### config.mk
export PLATFORM = sky130hd
export DESIGN_NAME = serial_adder_param
export DESIGN_NICKNAME = d
export VERILOG_FILES = /design/src/rtl/serial_adder_param.sv
export SDC_FILE = /design/constraint.sdc
export NUM_CORES = 1
export LEC_CHECK = 0
export BUFFER_PORTS_ARGS = -buffer_cell sky130_fd_sc_hd__buf_2
export CAP_MARGIN = 30
export CORE_UTILIZATION = 59
export CTS_BUF_LIST = sky130_fd_sc_hd__clkbuf_4 sky130_fd_sc_hd__clkbuf_8
export CTS_CLUSTER_DIAMETER = 120
export CTS_CLUSTER_SIZE = 14
export DETAILED_ROUTE_END_ITERATION = 8
export MAX_ROUTING_LAYER = met4
export PLACE_DENSITY = 0.8
export SLEW_MARGIN = 20
export SYNTH_ARGS = -nofsm -noshare
export SYNTH_HDL_FRONTEND = slang
export SYNTH_SLANG_ARGS = --single-unit
### constraint.sdc
create_clock -name clk -period 2.2 [get_ports clk]
set_clock_uncertainty 0.05 [all_clocks]
set_input_delay 0.33 -clock clk [delete_from_list [all_inputs] [get_ports clk]]
set_output_delay 0.33 -clock clk [all_outputs]
set_load 0.05 [all_outputs]
### src/rtl/serial_adder_param.sv
// Bit-serial adder/subtractor: WIDTH-bit operands in MSB first, WIDTH+1-bit
// result out MSB first, framed by en_o. busy_o covers the whole transaction.
module serial_adder_param #(
    parameter int WIDTH  = 2,
    parameter bit SIGNED = 1'b0
) (
    input  logic clk,
    input  logic rst,
    input  logic en_i,
    input  logic sub_i,
    input  logic ina,
    input  logic inb,
    output logic out,
    output logic en_o,
    output logic busy_o
);
    localparam int CW = $clog2(WIDTH + 1);

    typedef enum logic [1:0] {IDLE, LOAD, CALC, SEND} state_t;

    state_t           r_state, w_state_nxt;
    logic [WIDTH-1:0] r_a, r_b, w_a_nxt, w_b_nxt;
    logic [WIDTH:0]   r_res, w_res_nxt;
    logic [WIDTH:0]   w_ext_a, w_ext_b, w_sum;
    logic [CW-1:0]    r_cnt, w_cnt_nxt;
    logic             r_sub, w_sub_nxt;
    logic             r_last, w_last_nxt;
    logic             r_out, w_out_nxt;
    logic             r_en_o, w_en_o_nxt;
    logic             r_busy, w_busy_nxt;

    // One extra bit of headroom means neither add nor subtract can overflow.
    assign w_ext_a = SIGNED ? {r_a[WIDTH-1], r_a} : {1'b0, r_a};
    assign w_ext_b = SIGNED ? {r_b[WIDTH-1], r_b} : {1'b0, r_b};
    assign w_sum   = w_ext_a + (r_sub ? ~w_ext_b : w_ext_b) + {{WIDTH{1'b0}}, r_sub};

    always_ff @(posedge clk or posedge rst) begin
        if (rst) begin
            r_state <= IDLE;
            r_a     <= '0;
            r_b     <= '0;
            r_res   <= '0;
            r_cnt   <= '0;
            r_sub   <= 1'b0;
            r_last  <= 1'b0;
            r_out   <= 1'b0;
            r_en_o  <= 1'b0;
            r_busy  <= 1'b0;
        end else begin
            r_state <= w_state_nxt;
            r_a     <= w_a_nxt;
            r_b     <= w_b_nxt;
            r_res   <= w_res_nxt;
            r_cnt   <= w_cnt_nxt;
            r_sub   <= w_sub_nxt;
            r_last  <= w_last_nxt;
            r_out   <= w_out_nxt;
            r_en_o  <= w_en_o_nxt;
            r_busy  <= w_busy_nxt;
        end
    end

    always_comb begin
        w_state_nxt = r_state;
        w_a_nxt     = r_a;
        w_b_nxt     = r_b;
        w_res_nxt   = r_res;
        w_cnt_nxt   = r_cnt;
        w_sub_nxt   = r_sub;
        w_last_nxt  = r_last;
        w_out_nxt   = r_out;
        w_en_o_nxt  = r_en_o;
        w_busy_nxt  = r_busy;
        case (r_state)
            IDLE: begin
                if (en_i) begin
                    w_sub_nxt   = sub_i;
                    w_a_nxt     = {r_a[WIDTH-2:0], ina};
                    w_b_nxt     = {r_b[WIDTH-2:0], inb};
                    w_cnt_nxt   = CW'(WIDTH - 2);
                    w_busy_nxt  = 1'b1;
                    w_state_nxt = LOAD;
                end
            end
            LOAD: begin
                w_a_nxt = {r_a[WIDTH-2:0], ina};
                w_b_nxt = {r_b[WIDTH-2:0], inb};
                if (r_cnt == '0) w_state_nxt = CALC;
                else             w_cnt_nxt   = r_cnt - CW'(1);
            end
            CALC: begin
                w_res_nxt   = w_sum;
                w_out_nxt   = w_sum[WIDTH];
                w_en_o_nxt  = 1'b1;
                w_cnt_nxt   = CW'(WIDTH - 1);
                w_last_nxt  = 1'b0;
                w_state_nxt = SEND;
            end
            SEND: begin
                // r_last marks that result[0] is already on out; this edge closes the frame.
                if (r_last) begin
                    w_out_nxt   = 1'b0;
                    w_en_o_nxt  = 1'b0;
                    w_busy_nxt  = 1'b0;
                    w_last_nxt  = 1'b0;
                    w_state_nxt = IDLE;
                end else begin
                    w_out_nxt = r_res[WIDTH-1];
                    w_res_nxt = {r_res[WIDTH-1:0], 1'b0};
                    if (r_cnt == '0) w_last_nxt = 1'b1;
                    else             w_cnt_nxt  = r_cnt - CW'(1);
                end
            end
            default: w_state_nxt = IDLE;
        endcase
    end

    assign out    = r_out;
    assign en_o   = r_en_o;
    assign busy_o = r_busy;
endmodule
==> impl_metrics.py <==
metrics = {
    "synthesis": {
        "synth_edf_count": 0,
        "synth.distinct_cells": 29,
        "synth_nets": 85,
        "synthXorXnorAreaFrac_pct": 3.14,
        "synthTopCellsByArea": "dfrtp_1 45%, ha_1 9.0%, mux2i_1 7.2%",
        "synth_top_area_cell": "dfrtp_1",
        "ys_seq_area_share_pct": 44.8,
        "avgSynthCellArea_um2": 11.6,
        "async_flop_share_pct": 100,
        "synth_simple_gate_area_share_pct": 10.9,
        "synthAdderAreaFrac_pct": 11.4,
        "synth.area.mux_share_pct": 17.3,
        "synth_compound_area_share_pct": 8.67,
        "synth_seq_cells": 15,
        "ys_warn_count": 0,
        "syn_inst": 72,
        "synthFlopType": "dfrtp_1",
        "syn-cell-area_um2": 837,
        "synth_top_family_by_area": "multiplexers",
        "synth_top_area_share_pct": 44.8,
    },
    "critical_path": {
        "critPathLaunch": "r_state[1]$_DFFE_PP0P_",
        "required_ns": 2.32,
        "crit_path_top_delay_cell": "dfrtp_1",
        "worst-path-max-fanout": 13,
        "reg2reg_slack_ns": 0.45,
        "max_stage_delay_ns": 0.43,
        "worstSetupEndpointType": "flop",
        "r2r_start": "r_state[1]$_DFFE_PP0P_",
        "path_cells": "ha_1 > nor2b_2 > nor3b_4 > mux2_4",
        "worst_setup_path_start_kind": "flop",
        "path_class": "flop to flop",
        "critPathArrivalTime_ns": 1.87,
        "r2r-end": "r_state[1]$_DFFE_PP0P_",
        "rr_worst_depth": 4,
    },
    "timing": {
        "slew_headroom_pct": 62.5,
        "fin_crit_sh_pct": 79.5,
        "timing.fmax_mhz": 572,
        "min_period_ns": 1.75,
        "finalSetupTns_ns": 0,
        "finalSetupViolations": 0,
        "finalHoldViolations": 0,
        "fin_ws_ns": 0.451,
        "slew_violations": 0,
        "grt_setup_unrepaired": "false",
        "worst_pin_slew_ns": 0.562,
    },
    "floorplanning": {
        "die_w_um": 39.7,
        "rows": 13,
        "core_area_mm2": 0.00132,
        "ios": 9,
        "die_h_um": 39.7,
        "dieArea_mm2": 0.00157,
        "start_util_pct": 63.5,
    },
    "clock_network": {
        "root_buffer": "clkbuf_4",
        "post_cts_buffers": 0,
        "htreeDepth": 1,
        "cts_buffer_depth": 2,
        "cts_tree": "yes",
        "cts-resized-gates": 0,
        "cts.sink_count": 15,
        "clock_latency_ns": 0.28,
        "cts_made_buffers": 3,
        "clkTransAtPathRegs_ns": 0.09,
        "cts_hold_buf": 0,
    },
    "final_layout": {
        "area_growth_pct": 10.0,
        "post-route-util_pct": 69.9,
        "nets": 97,
        "layout-drive-gt1-share_pct": 21.7,
        "mostFrequentLayoutCell": "dfrtp_1",
        "n_antenna_cell": 0,
        "nFillCells": 96,
        "layout_common_cells": "15 x dfrtp_1, 8 x buf_2, 7 x inv_1",
    },
    "routing": {
        "drc": 0,
        "vias": 524,
        "drt_first_pass_iters": 4,
        "wl_per_cell_um": 12.9,
        "ant_nets": 0,
        "viasPerCell": 5.35,
        "drt_iter0_markers": 5,
        "wl_um": 1270,
    },
    "power": {
        "clkPwrFrac_pct": 11.2,
        "switching_share_pct": 41.2,
        "switchingPower_w": 0.000629,
        "p_leak_nw": 0.446,
        "intPower_w": 0.000897,
        "seq_power_share_pct": 33.4,
        "power.density_mw_per_mm2": 1660,
        "peakVddDrop_mv": 0.918,
        "combPwrFrac_pct": 55.3,
    },
    "place": {
        "hpwl_um": 962,
        "pre_cts_ws_ns": 0.462,
        "gp_congestion": 0.697,
        "port_buffers": 8,
    },
    "run": {
        "max_cap_violations": 0,
    },
    "min_path": {
        "hold_path_class": "input pin to asynchronous set/reset pin",
    },
    "global_routing": {
        "grt_pass1_vias": 467,
        "grt_pass1_wl_um": 1980,
        "grt_max_degree": 16,
        "grtUsageTotal_pct": 20.9,
        "grt_overflow": 0,
        "antenna_found_initial": 0,
    },
    "run_status": {
        "status": "completed",
    },
}
## power by group through the flow
stage | clock (W) | combinational, W | sequential [W]
after detailed placement | 0 | 0.000846 | 0.000520
after global routing | 0.000188 | 0.000936 | 0.000531
final | 0.000171 | 0.000844 | 0.000510
after floorplan | 0 | 0.000652 | 0.000573
after CTS | 0.000176 | 0.000855 | 0.000513
after global placement | 0 | 0.000842 | 0.000511
## registers in the layout (all words and copies together) (netlist names)
register,cells
r_last,1
r_a,2
r_b,2
r_cnt,2
en_o,1
r_res,2
r_state,2
r_sub,1
out,1
busy_o,1
## metal layers
| metal | up-vias | track usage (%) | part of all wire [%] |
|---|---|---|---|
| met3 | 5 | 5.11 | 2.7 |
| met2 | 11 | 28.7 | 43 |
| li1 | 268 | - | - |
| met5 | - | - | 0 |
| met1 | 240 | 26.3 | 51 |
| met4 | 0 | 15.5 | 2.8 |
## cells by family (layout without fill, tap and decap cells)
family,Yosys count,in the layout
buffers and inverters,8,19
and+or+nand+nor,15,15
adders and majority gates,7,7
xor gates and xnor gates,3,3
muxes,13,13
DFF,15,15
AOI/OAI and AO/OA,11,11
## worst max-delay path by stage
| stage | cells after the start | slack [ns] | end |
|---|---|---|---|
| floorplan | 4 | 0.60 | r_a[0]$_DFFE_PP0P_ |
| finish | 4 | 0.45 | r_state[1]$_DFFE_PP0P_ |
| CTS | 4 | 0.44 | r_state[1]$_DFFE_PP0P_ |
| detailed placement | 4 | 0.46 | r_state[1]$_DFFE_PP0P_ |
| global route | 4 | 0.35 | r_b[1]$_DFFE_PP0P_ |
| global placement | 4 | 0.46 | r_state[1]$_DFFE_PP0P_ |
## synth_stat cells (2+ instances only)
cell / count
dfrtp_1: 15
inv_1: 7
ha_1: 6
mux2i_1: 6
nand2_1: 5
mux2_1: 4
o21ai_0: 3
a21oi_1: 2
nand3_1: 2
nor2_1: 2
xnor2_1: 2
## critical path, delay by kind of cell, from the launching register on
kind	cells	cell delay [ns]
adders and majority gates	1	0.34
DFF	1	0.43
muxes	1	0.32
and+or+nand+nor	2	0.50
## layout make-up
class | count | area, um2 | share of cell area [%]
inverter | 7 | 26.3 | 2.85
tap | 15 | 18.8 | 2.04
timing repair buffer | 8 | 40.0 | 4.35
multi-input combinational | 49 | 430 | 46.7
clock buffer | 4 | 30.0 | 3.26
sequential | 15 | 375 | 40.8
## stage by stage
step / area, um2 / instances / hold WS [ns] / total power, W
3_3_place_gp: 891 / 94 / 0.353 / 0.00135
3_5_place_dp: 891 / 94 / 0.363 / 0.00137
5_1_grt: 921 / 98 / 0.0780 / 0.00165
4_1_cts: 921 / 98 / 0.0472 / 0.00154
6_report: 921 / 98 / 0.0267 / 0.00153
2_1_floorplan: 837 / 72 / 0.181 / 0.00123
No activity file was read; power rests on OpenSTA's default activity.
